[config.mk]
export PLATFORM = sky130hd
export DESIGN_NAME = alu_writeback
export DESIGN_NICKNAME = d
export VERILOG_FILES = /design/src/rtl/alu_pkg.sv /design/src/rtl/sync_bit.sv /design/src/rtl/alu_writeback.sv
export SDC_FILE = /design/constraint.sdc
export NUM_CORES = 1
export LEC_CHECK = 0
export BUFFER_PORTS_ARGS = -buffer_cell sky130_fd_sc_hd__buf_2
export CAP_MARGIN = 40
export CORE_AREA = 4 4 119 121
export CTS_CLUSTER_SIZE = 25
export DETAILED_ROUTE_END_ITERATION = 8
export DIE_AREA = 0 0 123 125
export GPL_ROUTABILITY_DRIVEN = 1
export MAX_ROUTING_LAYER = met4
export PLACE_DENSITY = 0.76
export SKIP_LAST_GASP = 1
export SLEW_MARGIN = 20
export SYNTH_ARGS = -nofsm -noshare
export SYNTH_HDL_FRONTEND = slang
export SYNTH_SLANG_ARGS = --single-unit
[constraint.sdc]
create_clock -name clk -period 1.6 [get_ports clk]
set_clock_uncertainty 0.05 [all_clocks]
set_input_delay 0.24 -clock clk [delete_from_list [all_inputs] [get_ports clk]]
set_output_delay 0.24 -clock clk [all_outputs]
set_load 0.02 [all_outputs]
[src/rtl/alu_pkg.sv]
// Shared field positions, CPSR flag indices and FSM state encoding for the ALU writeback slice.
package alu_pkg;

    localparam int unsigned RD_LSB   = 12;
    localparam int unsigned RN_LSB   = 16;
    localparam int unsigned S_BIT    = 20;
    localparam int unsigned WBRN_BIT = 21;

    localparam int unsigned FLAG_N = 31;
    localparam int unsigned FLAG_Z = 30;
    localparam int unsigned FLAG_C = 29;
    localparam int unsigned FLAG_V = 28;

    localparam logic [3:0] PC_INDEX = 4'd15;

    typedef enum logic [2:0] {
        StIdle,
        StWaitLow,
        StWaitHigh,
        StCapture,
        StWriteRd,
        StWriteRn,
        StCommit
    } wb_state_e;

    function automatic logic [3:0] reg_field(input logic [31:0] src_dst, input int unsigned lsb);
        return src_dst[lsb +: 4];
    endfunction

endpackage

[src/rtl/sync_bit.sv]
// Multi-flop synchroniser bringing one asynchronous level into the local clock domain.
module sync_bit #(
    parameter int unsigned SYNC_STAGES = 2
) (
    input  logic i_clk,
    input  logic i_rst_n,
    input  logic i_d,
    output logic o_q
);

    logic [SYNC_STAGES-1:0] r_ff;

    always_ff @(posedge i_clk or negedge i_rst_n) begin
        if (!i_rst_n) begin
            r_ff <= '0;
        end else begin
            r_ff <= {r_ff[SYNC_STAGES-2:0], i_d};
        end
    end

    assign o_q = r_ff[SYNC_STAGES-1];

endmodule

[src/rtl/alu_writeback.sv]
// Writeback stage: requests ALU results over the toggle/ready handshake and commits them
// to the register-file write port, the PC redirect and the CPSR flags.
module alu_writeback
    import alu_pkg::*;
#(
    parameter int unsigned SYNC_STAGES = 2,
    parameter int unsigned TIMEOUT     = 64,
    parameter int unsigned RETIRE_W    = 16
) (
    input  logic                clk,
    input  logic                resetN,
    input  logic                run,
    input  logic                readyIn,
    input  logic [31:0]         dataIn1,
    input  logic [31:0]         dataIn2,
    input  logic [31:0]         cpsrIn,
    input  logic                wIn,
    input  logic [31:0]         srcDstIn,
    output logic                triggerOut,
    output logic                regWrEn,
    output logic [3:0]          regWrAddr,
    output logic [31:0]         regWrData,
    input  logic                regWrStall,
    output logic [31:0]         cpsrOut,
    output logic                pcWrEn,
    output logic [31:0]         pcWrData,
    output logic [RETIRE_W-1:0] retired,
    output logic                busy,
    output logic                error
);

    localparam int unsigned TMO_W = (TIMEOUT > 2) ? $clog2(TIMEOUT) : 1;

    wb_state_e           r_state;
    wb_state_e           w_state_next;
    logic                r_trigger;
    logic                r_error;
    logic [TMO_W-1:0]    r_tmo;
    logic [31:0]         r_data1;
    logic [31:0]         r_data2;
    logic [3:0]          r_flags_in;
    logic                r_w;
    logic [3:0]          r_rd;
    logic [3:0]          r_rn;
    logic                r_s;
    logic                r_wbrn;
    logic [3:0]          r_flags;
    logic [RETIRE_W-1:0] r_retired;

    logic w_ready_sync;
    logic w_fire;
    logic w_tmo_hit;
    logic w_timeout;
    logic w_waiting;
    logic w_unused;

    sync_bit #(
        .SYNC_STAGES(SYNC_STAGES)
    ) u_sync_ready (
        .i_clk  (clk),
        .i_rst_n(resetN),
        .i_d    (readyIn),
        .o_q    (w_ready_sync)
    );

    assign w_fire    = (r_state == StIdle) && run && !r_error;
    assign w_waiting = (r_state == StWaitLow) || (r_state == StWaitHigh);
    assign w_tmo_hit = (r_tmo == TMO_W'(TIMEOUT - 1));

    always_comb begin
        w_state_next = r_state;
        w_timeout    = 1'b0;
        unique case (r_state)
            StIdle: begin
                if (w_fire) w_state_next = StWaitLow;
            end
            StWaitLow: begin
                if (!w_ready_sync) w_state_next = StWaitHigh;
                else if (w_tmo_hit) w_timeout = 1'b1;
            end
            StWaitHigh: begin
                if (w_ready_sync) w_state_next = StCapture;
                else if (w_tmo_hit) w_timeout = 1'b1;
            end
            StCapture: begin
                if (wIn) w_state_next = StWriteRd;
                else if (srcDstIn[WBRN_BIT]) w_state_next = StWriteRn;
                else w_state_next = StCommit;
            end
            StWriteRd: begin
                if (!regWrStall) w_state_next = r_wbrn ? StWriteRn : StCommit;
            end
            StWriteRn: begin
                if (!regWrStall) w_state_next = StCommit;
            end
            StCommit: begin
                w_state_next = StIdle;
            end
            default: begin
                w_state_next = StIdle;
            end
        endcase
        if (w_timeout) w_state_next = StIdle;
    end

    always_ff @(posedge clk or negedge resetN) begin
        if (!resetN) begin
            r_state    <= StIdle;
            r_trigger  <= 1'b0;
            r_error    <= 1'b0;
            r_tmo      <= '0;
            r_data1    <= '0;
            r_data2    <= '0;
            r_flags_in <= '0;
            r_w        <= 1'b0;
            r_rd       <= '0;
            r_rn       <= '0;
            r_s        <= 1'b0;
            r_wbrn     <= 1'b0;
            r_flags    <= '0;
            r_retired  <= '0;
        end else begin
            r_state <= w_state_next;
            if (w_fire) r_trigger <= ~r_trigger;
            if (w_timeout) r_error <= 1'b1;
            // Timeout budget restarts on every state entry.
            if (w_state_next != r_state) begin
                r_tmo <= '0;
            end else if (w_waiting) begin
                r_tmo <= r_tmo + 1'b1;
            end
            if (r_state == StCapture) begin
                r_data1    <= dataIn1;
                r_data2    <= dataIn2;
                r_flags_in <= cpsrIn[FLAG_N:FLAG_V];
                r_w        <= wIn;
                r_rd       <= reg_field(srcDstIn, RD_LSB);
                r_rn       <= reg_field(srcDstIn, RN_LSB);
                r_s        <= srcDstIn[S_BIT];
                r_wbrn     <= srcDstIn[WBRN_BIT];
            end
            if (r_state == StCommit) begin
                if (r_s) r_flags <= r_flags_in;
                r_retired <= r_retired + 1'b1;
            end
        end
    end

    always_comb begin
        regWrEn   = 1'b0;
        regWrAddr = '0;
        regWrData = '0;
        if (r_state == StWriteRd) begin
            regWrEn   = 1'b1;
            regWrAddr = r_rd;
            regWrData = r_data1;
        end else if (r_state == StWriteRn) begin
            regWrEn   = 1'b1;
            regWrAddr = r_rn;
            regWrData = r_data2;
        end
    end

    // The PC strobe fires only in the cycle the Rd write actually completes.
    assign pcWrEn     = (r_state == StWriteRd) && r_w && (r_rd == PC_INDEX) && !regWrStall;
    assign pcWrData   = pcWrEn ? r_data1 : '0;
    assign triggerOut = r_trigger;
    assign cpsrOut    = {r_flags, 28'h0};
    assign retired    = r_retired;
    assign busy       = (r_state != StIdle);
    assign error      = r_error;

    assign w_unused = ^{cpsrIn[FLAG_V-1:0], srcDstIn[31:WBRN_BIT+1], srcDstIn[RD_LSB-1:0]};

endmodule
==> results of run 1 <==
state kept, by name (all words and copies together), names as in the netlist:
register           count
r_data1               32
r_data2               32
retired               16
r_tmo                  6
r_flags                4
r_flags_in             4
r_rd                   4
r_rn                   4
r_state                3
u_sync_ready.r_ff      2
error                  1
r_s                    1
r_w                    1
r_wbrn                 1
triggerOut             1
layer usage:
metal	vias up	part of all wire (%)	global-route usage [%]	wire length, um
li1	2067	-	-	-
met1	2307	39	26.1	7160
met2	204	52	38.2	9530
met3	35	6.9	5.33	1270
met4	0	2.6	8.53	474
met5	-	0	-	0
power breakdown:
part	switching, mW	internal [mW]	leakage, nW	total, mW
registers	0.983	4.04	1.36	5.02
clock network	1.01	1.35	0.149	2.36
logic	3.96	5.28	2.89	9.24
total	5.96	10.7	4.40	16.6
worst register-to-register path, stage by stage, from the launching register on:
cell and delay [ns]:
dfrtp_2 0.43, buf_6 0.13, buf_6 0.12, buf_6 0.12
or3_4 0.33, or3b_4 0.43, a21oi_2 0.19, o31ai_1 0.12
logic make-up (layout without fill, tap and decap cells):
logic type / count (synthesis) / after routing / share of synthesized area [%]
AO/OA/AOI/OAI: 24 / 24 / 3.53
flip-flops: 112 / 112 / 50.4
multiplexers: 120 / 120 / 23.5
buffers and inverters: 58 / 295 / 6.46
other: 1 / 28 / 0.0674
adder cells (fa/ha/maj): 2 / 2 / 0.450
XOR/XNOR: 21 / 21 / 3.31
AND/OR/NAND/NOR: 124 / 124 / 12.3
synthesized netlist by cell type, drive strengths merged (3+ instances only):
| master | instances | area [sq um] |
|---|---|---|
| a211oi | 6 | 45.0 |
| a21oi | 4 | 20.0 |
| and2 | 32 | 200 |
| and3 | 4 | 25.0 |
| and4 | 3 | 26.3 |
| buf | 47 | 318 |
| clkbuf | 7 | 26.3 |
| dfrtp | 112 | 2800 |
| inv | 3 | 11.3 |
| mux2 | 84 | 946 |
| mux2i | 36 | 360 |
| nand2 | 13 | 48.8 |
| nand2b | 3 | 18.8 |
| nand3 | 5 | 25.0 |
| nand4 | 5 | 31.3 |
| nor2 | 41 | 154 |
| nor2b | 4 | 25.0 |
| nor3b | 3 | 22.5 |
| xnor2 | 19 | 166 |
stage by stage:
| step | area, sq um | worst slack [ns] | cells |
|---|---|---|---|
| final | 9100 | -0.520 | 902 |
| after global routing | 9100 | -0.599 | 902 |
| after CTS | 8680 | -0.489 | 892 |
| after detailed placement | 6970 | -0.299 | 827 |
| after global placement | 6970 | -0.260 | 827 |
| after floorplan | 5870 | -0.150 | 489 |
path summary, 6_finish.rpt:
check	slack, ns	depth (start not counted)	end
setup reg to reg	-0.47	7	r_tmo[0]
hold reg to reg	0.32	0	u_sync_ready.r_ff[1]
setup / recovery	-0.52	8	pcWrData[2]
hold / removal	0.06	2	r_data1[10]
max in group asynchronous	0.65	3	r_data1[3]
min in group asynchronous	0.24	2	retired[1]
cell usage in the layout (no fill, tap or decap), types with 6 or more instances in the layout:
master | netlist | final
dfrtp_1 | 112 | 111
buf_2 | 14 | 108
buf_4 | 29 | 67
buf_6 | 2 | 55
mux2_2 | 84 | 52
mux2_4 | 0 | 32
and2_4 | 0 | 30
nor2_2 | 0 | 28
conb_1 | 1 | 28
mux2i_1 | 36 | 19
xnor2_1 | 19 | 17
buf_12 | 0 | 16
mux2i_2 | 0 | 14
clkbuf_16 | 0 | 13
buf_16 | 0 | 13
nor2_1 | 41 | 10
buf_8 | 0 | 9
nand2_2 | 0 | 6
cell type report:
class / instances / area [sq um]
Clock buffer: 14 / 274
Clock inverter: 2 / 37.5
Fill cell: 887 / 3990
Inverter: 4 / 20.0
Multi-Input combinational cell: 319 / 3110
Sequential cell: 112 / 2800
Tap cell: 176 / 220
Timing Repair Buffer: 275 / 2630
timing repair:
item,CTS,global route
endpoints found under the setup margin,172,180
hold buffers,2,0
resized for setup,178,105
endpoints found under the hold margin,60,0
pin swaps,12,17
cloned,19,5
setup buffers,28,16
==> impl_metrics.py, run 1 <==
metrics = {
    "global_routing": {
        "grt_pass1_vias": 4970,
        "grt_antenna_before_repair": 0,
        "grtUsageTotal_pct": 22.7,
        "grt_overflow": 0,
        "grt_start_max_net_pins": 50,
        "grt_pass1_wl_um": 26000,
    },
    "clock_network": {
        "clk_latency_ns": 0.35,
        "cts.sinks": 112,
        "root_buffer": "clkbuf_16",
        "htreeDepth": 3,
        "tritoncts": "done",
        "clockBufferDepth": 2,
        "path_clk_slew_ns": 0.07,
        "cts_made_buffers": 9,
    },
    "critical_path": {
        "path_max_fanout": 6,
        "critPathArrivalTime_ns": 1.83,
        "reg2reg_from": "r_state[0]",
        "max_stage_delay_ns": 0.39,
        "crit_top_cell": "buf_6",
        "critPathTopFamily": "simple AND/OR/NAND/NOR gates",
        "crit_path_end_kind": "output pin",
        "cp.required_ns": 1.31,
        "path_class": "flip-flop to output pin",
        "crit_path_start": "r_state[1]",
        "path_cells": "nand2b_4 -> clkinv_4 -> nand4_1 -> nor3_4 -> buf_6 -> clkbuf_16 -> and2_4 -> buf_6",
        "crit_buf_inv": 4,
        "crit_slowest_cell": "dfrtp_1",
        "start_kind": "flip-flop",
    },
    "timing": {
        "rsz0062_at_grt": "yes",
        "max-slew-margin-rel_pct": 65.7,
        "finalCritPeriodShare_pct": 133,
        "maxSlewViolCount": 0,
        "worst_pin_slew_ns": 0.512,
        "setup_viol": 179,
        "setup_tns_ns": -58.34,
        "max_freq_mhz": 472,
        "hold_slack_ns": 0.0622,
        "hold_viol": 0,
        "final.setup.worst_slack_ns": -0.520,
        "finalCriticalPeriod_ns": 2.12,
    },
    "drt": {
        "vias": 4613,
        "detail_route.wl_per_cell_um": 20.4,
        "via_per_inst": 5.11,
        "drc": 0,
        "dr.pass1.iters": 4,
        "routed_wl_um": 18400,
        "first_iter_violations": 313,
        "ant_nets": 0,
    },
    "yosys": {
        "synthFlopType": "dfrtp_1",
        "synth-async-reset-ratio_pct": 100,
        "synth_area_per_cell_sq_um": 12.0,
        "synth-edff-count": 0,
        "yosysWarnings": 0,
        "seq_area_frac_synth_pct": 50.4,
        "synthDistinctLibCells": 48,
        "synthCells": 462,
        "synth.cell_area_sq_mm": 0.00556,
        "ys_ff_latch": 112,
    },
    "final_layout": {
        "syn_to_final_growth_pct": 63.6,
        "finish.utilization_pct": 69.5,
        "final_nets": 857,
        "antenna_cells": 0,
        "drive_above_1_share_pct": 68.0,
    },
    "pwr": {
        "power.total_mw": 16.6,
        "p_leak_nw": 4.40,
        "powerDensity_mw_per_mm2": 1830,
        "ir_drop_mv": 0.946,
    },
    "floorplanning": {
        "start_util_pct": 42.5,
        "core_sq_mm": 0.0131,
        "die_w_um": 123,
        "num_rows": 42,
        "die_area_sq_mm": 0.0154,
        "io-pin-count": 255,
        "die_h_um": 125,
    },
    "min_path": {
        "hp-class": "input pin to flip-flop",
        "min_from": "dataIn1[10]",
    },
    "flow_run": {
        "maxCapViolations": 0,
    },
    "outcome": {
        "violations": "setup timing",
        "status": "complete, but fails checks",
    },
    "place": {
        "gp_congestion": 0.835,
        "port_buffers": 176,
        "dp_hpwl_um": 9950,
    },
}
(Power assumes the default switching activity.)
==> inputs of run 2 (changes only) <==
PLACE_DENSITY = 0.81   (was 0.76)
SKIP_CTS_REPAIR_TIMING = 1   (was not set)
TNS_END_PERCENT = 20   (was not set)
==> run 2 against run 1 <==
The flow still finishes with violations (setup timing). Sequential power shrank 4%. Worst hold slack about the same. Worst setup slack worse by 0.085 ns. Clock power shrank 2%. Final area is 17% lower. Flip-flop and latch count unchanged. Critical path depth did not move. Wire length decreased by 23%. Highest routed layer unchanged. Cell count shrank 5.2%. Die area is the same. Combinational power decreased by 39%.
==> impl_metrics.py, run 2 (same netlist as run 1, synthesis figures left out) <==
metrics = {
    "global_routing": {
        "grt_overflow": 0,
        "grt_start_max_net_pins": 45,
        "grtUsageTotal_pct": 18.1,
        "grt_pass1_wl_um": 21200,
        "grt_antenna_before_repair": 2,
        "grt_pass1_vias": 4256,
    },
    "clock_network": {
        "clk_latency_ns": 0.35,
        "htreeDepth": 3,
        "root_buffer": "clkbuf_16",
        "cts.sinks": 112,
        "cts_made_buffers": 9,
        "tritoncts": "done",
        "path_clk_slew_ns": 0.07,
        "clockBufferDepth": 2,
    },
    "drt": {
        "via_per_inst": 4.96,
        "met1_length_um": 5520,
        "detail_route.wl_per_cell_um": 16.5,
        "drc": 0,
        "highest_layer": "met4",
        "wl_met3_um": 1040,
        "wl_met2_um": 7240,
        "vias": 4244,
        "dr.pass1.iters": 4,
        "ant_nets": 0,
        "routed_wl_um": 14100,
        "first_iter_violations": 137,
    },
    "critical_path": {
        "path_cells": "nand2b_4 -> clkinv_4 -> nand4_1 -> nor3_4 -> buf_12 -> clkbuf_16 -> and2_4 -> buf_6",
        "start_kind": "flip-flop",
        "critPathArrivalTime_ns": 1.92,
        "crit_slowest_cell": "dfrtp_1",
        "critPathTopFamily": "simple AND/OR/NAND/NOR gates",
        "cp_num_cells": 8,
        "crit_buf_inv": 4,
        "rr_worst_depth": 5,
        "max_stage_delay_ns": 0.38,
        "path_class": "flip-flop to output pin",
        "path_max_fanout": 8,
        "crit_path_end_kind": "output pin",
        "cp.required_ns": 1.31,
    },
    "timing": {
        "hold_viol": 0,
        "maxSlewViolCount": 0,
        "setup_viol": 174,
        "finalCritPeriodShare_pct": 138,
        "max_freq_mhz": 453,
        "finalCriticalPeriod_ns": 2.21,
        "hold_slack_ns": 0.0621,
        "rsz0062_at_grt": "yes",
        "final.setup.worst_slack_ns": -0.605,
    },
    "min_path": {
        "hold_depth": 2,
        "hp-class": "input pin to flip-flop",
    },
    "final_layout": {
        "syn_to_final_growth_pct": 36.3,
        "drive_above_1_share_pct": 54.4,
        "layout_common_cells": "buf_2, dfrtp_1, mux2_2",
        "fin_area_sq_mm": 0.00758,
        "finish.utilization_pct": 57.9,
        "final_common_cell": "buf_2",
        "final_nets": 809,
    },
    "pwr": {
        "ir_drop_mv": 1.11,
        "powerDensity_mw_per_mm2": 1690,
        "p_leak_nw": 3.74,
        "power.total_mw": 12.8,
    },
    "flow_run": {
        "maxCapViolations": 0,
    },
    "place": {
        "dp_hpwl_um": 10000,
        "dp_slack_ns": -0.282,
        "port_buffers": 176,
        "gp_congestion": 0.908,
        "post_dp_cell_area_sq_mm": 0.00690,
    },
    "floorplanning": {
        "die_area_sq_mm": 0.0154,
        "start_util_pct": 42.5,
        "io-pin-count": 255,
        "die_h_um": 125,
        "die_w_um": 123,
        "core_sq_mm": 0.0131,
        "num_rows": 42,
    },
    "outcome": {
        "violations": "setup timing",
        "status": "complete, but fails checks",
    },
}
==> run 2: path summary, 6_finish.rpt <==
kind | endpoint | startpoint | slack [ns]
worst max register to register | r_tmo[1] | r_tmo[1] | -0.31
worst max-delay path | pcWrData[0] | r_state[1] | -0.61
worst min register to register | u_sync_ready.r_ff[1] | u_sync_ready.r_ff[0] | 0.30
worst min-delay path | r_data1[3] | dataIn1[3] | 0.06
min in group asynchronous | retired[0] | resetN | 0.25
max in group asynchronous | r_state[0] | resetN | 0.71
==> run 2: area by class of cell <==
class                           instances  area [sq um]
Sequential cell                       112          2800
Tap cell                              176           220
Antenna cell                            2          5.00
Fill cell                            1049          5510
Clock inverter                          2          37.5
Inverter                                4          20.0
Timing Repair Buffer                  227          1620
Multi-Input combinational cell        319          2600
Clock buffer                           13           270
==> run 2: where the power goes <==
group / leakage, nW / switching [mW] / total (mW) / internal (mW)
clock: 0.148 / 0.985 / 2.32 / 1.33
combinational: 2.23 / 2.78 / 5.68 / 2.90
sequential: 1.36 / 0.801 / 4.84 / 4.04
==> run 2: routing by layer <==
metal / vias up / track usage, %
met2: 178 / 29.5
met3: 23 / 5.42
met4: 0 / 5.93
li1: 1964 / -
met5: - / -
met1: 2079 / 21.4
==> run 2: stage by stage <==
step | cells | TNS [ns]
after floorplan | 489 | -8.95
after global placement | 830 | -11.38
after detailed placement | 830 | -14.46
after CTS | 845 | -43.03
after global routing | 855 | -48.78
final | 855 | -34.78
==> inputs of run 3 (changes only) <==
CORE_AREA = 4 4 91 158   (was 4 4 119 121)
DIE_AREA = 0 0 95 162   (was 0 0 123 125)
MAX_ROUTING_LAYER = not set   (was met4)
PLACE_DENSITY = 0.8   (was 0.81)
==> run 3 against run 2 <==
Cell count down 0.12%. Largest cell class unchanged. The flow still finishes with violations (setup timing). Worst hold slack better by 0.014 ns. Critical path type unchanged. Die area hardly changed.
==> impl_metrics.py, run 3 (same netlist as run 1, synthesis figures left out) <==
metrics = {
    "drt": {
        "ant_nets": 0,
        "detail_route.wl_per_cell_um": 17.7,
        "dr.pass1.iters": 4,
        "first_iter_violations": 149,
        "routed_wl_um": 15100,
        "via_per_inst": 5.02,
        "drc": 0,
        "vias": 4290,
    },
    "place": {
        "dp_slack_ns": -0.271,
        "dp_hpwl_um": 10700,
        "post_dp_cell_area_sq_mm": 0.00687,
        "gp_congestion": 0.911,
        "port_buffers": 176,
        "placed_cells": 824,
    },
    "global_routing": {
        "grtUsageTotal_pct": 18.8,
        "grt_start_max_net_pins": 39,
        "grt_pass1_vias": 4538,
        "top_usage_layer": "met2",
        "grt_pass1_wl_um": 22600,
        "use_met1_pct": 20.8,
        "use_met2_pct": 35.1,
        "grt_antenna_before_repair": 1,
        "grt_overflow": 0,
        "grtUsageMet3_pct": 2.69,
    },
    "timing": {
        "final.setup.worst_slack_ns": -0.599,
        "max_freq_mhz": 455,
        "setup_viol": 171,
        "hold_viol": 0,
        "rsz0062_at_grt": "yes",
        "finalCriticalPeriod_ns": 2.20,
        "finalCritPeriodShare_pct": 137,
        "maxSlewViolCount": 0,
    },
    "critical_path": {
        "critPathTopFamily": "simple AND/OR/NAND/NOR gates",
        "path_max_fanout": 8,
        "reg2reg_from": "r_state[0]",
        "crit_path_start": "r_state[0]",
        "crit_buf_inv": 3,
        "max_stage_delay_ns": 0.46,
        "path_cells": "nor2b_4 -> nand4_1 -> nor3_4 -> buf_12 -> clkbuf_16 -> and2_2 -> buf_6",
        "cp.required_ns": 1.31,
        "crit_path_end_kind": "output pin",
        "crit_slowest_cell": "dfrtp_2",
        "start_kind": "flip-flop",
        "critPathArrivalTime_ns": 1.91,
        "path_class": "flip-flop to output pin",
    },
    "floorplanning": {
        "start_util_pct": 42.2,
        "core_sq_mm": 0.0132,
        "die_w_um": 95,
        "io-pin-count": 255,
        "die_area_sq_mm": 0.0154,
        "num_rows": 56,
        "die_h_um": 162,
    },
    "min_path": {
        "min_from": "dataIn2[8]",
        "hp-class": "input pin to flip-flop",
    },
    "clock_network": {
        "path_clk_slew_ns": 0.08,
        "htreeDepth": 3,
        "cts.sinks": 112,
        "clk_latency_ns": 0.34,
        "tritoncts": "done",
        "cts_made_buffers": 9,
        "root_buffer": "clkbuf_16",
        "clockBufferDepth": 2,
    },
    "final_layout": {
        "stdcell_count": 854,
        "fin_area_sq_mm": 0.00751,
        "syn_to_final_growth_pct": 35.1,
        "nFillCells": 1102,
        "finish.utilization_pct": 57.0,
        "drive_above_1_share_pct": 54.1,
        "layout_common_cells": "buf_2, dfrtp_1, mux2_2",
        "final_common_cell": "buf_2",
        "final_nets": 809,
    },
    "flow_run": {
        "maxCapViolations": 0,
    },
    "pwr": {
        "powerDensity_mw_per_mm2": 1720,
        "ir_drop_mv": 0.934,
        "p_leak_nw": 3.72,
        "power.total_mw": 12.9,
    },
    "outcome": {
        "status": "complete, but fails checks",
        "violations": "setup timing",
    },
}
-- run 3: changes by cell type in the layout (fill, tap and decap cells not counted), moves of 2 or more --
cell / change
buf_4: +9
clkbuf_8: -2
buf_6: -9
and2_4: -7
clkinv_4: +3
and2_2: +6
-- run 3: layout make-up --
cell class	instances	area (sq um)	area share [%]
clock inverter	5	65.1	0.866
timing repair buffer	227	1560	20.8
clock buffer	11	243	3.23
antenna	2	5.00	0.0666
inverter	4	20.0	0.267
sequential	112	2800	37.3
tap	174	218	2.90
multi-input combinational	319	2590	34.5
-- run 3: path summary, 6_finish.rpt --
| path | slack (ns) | endpoint | depth (start not counted) |
|---|---|---|---|
| setup / recovery | -0.60 | pcWrData[5] | 7 |
| hold / removal | 0.08 | r_data2[8] | 2 |
| setup reg to reg | -0.35 | r_tmo[0] | 7 |
| hold reg to reg | 0.31 | u_sync_ready.r_ff[1] | 0 |
| max in group asynchronous | 0.62 | r_data2[30] | 3 |
| min in group asynchronous | 0.35 | triggerOut | 2 |
-- run 3: worst register-to-register path, delay by kind of cell (launching register included) --
family                 cells  cell delay, ns
buffers and inverters      3            0.42
and+or+nand+nor            1            0.15
DFF                        1            0.46
AOI/OAI and AO/OA          3            0.76
-- run 3: through the flow --
step / TNS, ns / hold slack, ns
after detailed placement: -20.13 / 0.144
after floorplan: -8.95 / -0.106
after CTS: -49.65 / -0.233
after global routing: -64.86 / 0.0614
after global placement: -14.40 / 0.135
final: -53.63 / 0.0759
-- run 3: metal layers --
layer	part of all wire, %	vias up
met5	0	-
met3	4.2	23
met1	36	2166
met2	57	142
met4	2.3	0
li1	-	1959
-- run 3: report_power, final --
group | leakage [nW] | switching (mW) | internal, mW
registers | 1.36 | 0.803 | 4.04
clock network | 0.150 | 1.05 | 1.27
logic | 2.21 | 2.80 | 2.94
total | 3.72 | 4.65 | 8.25
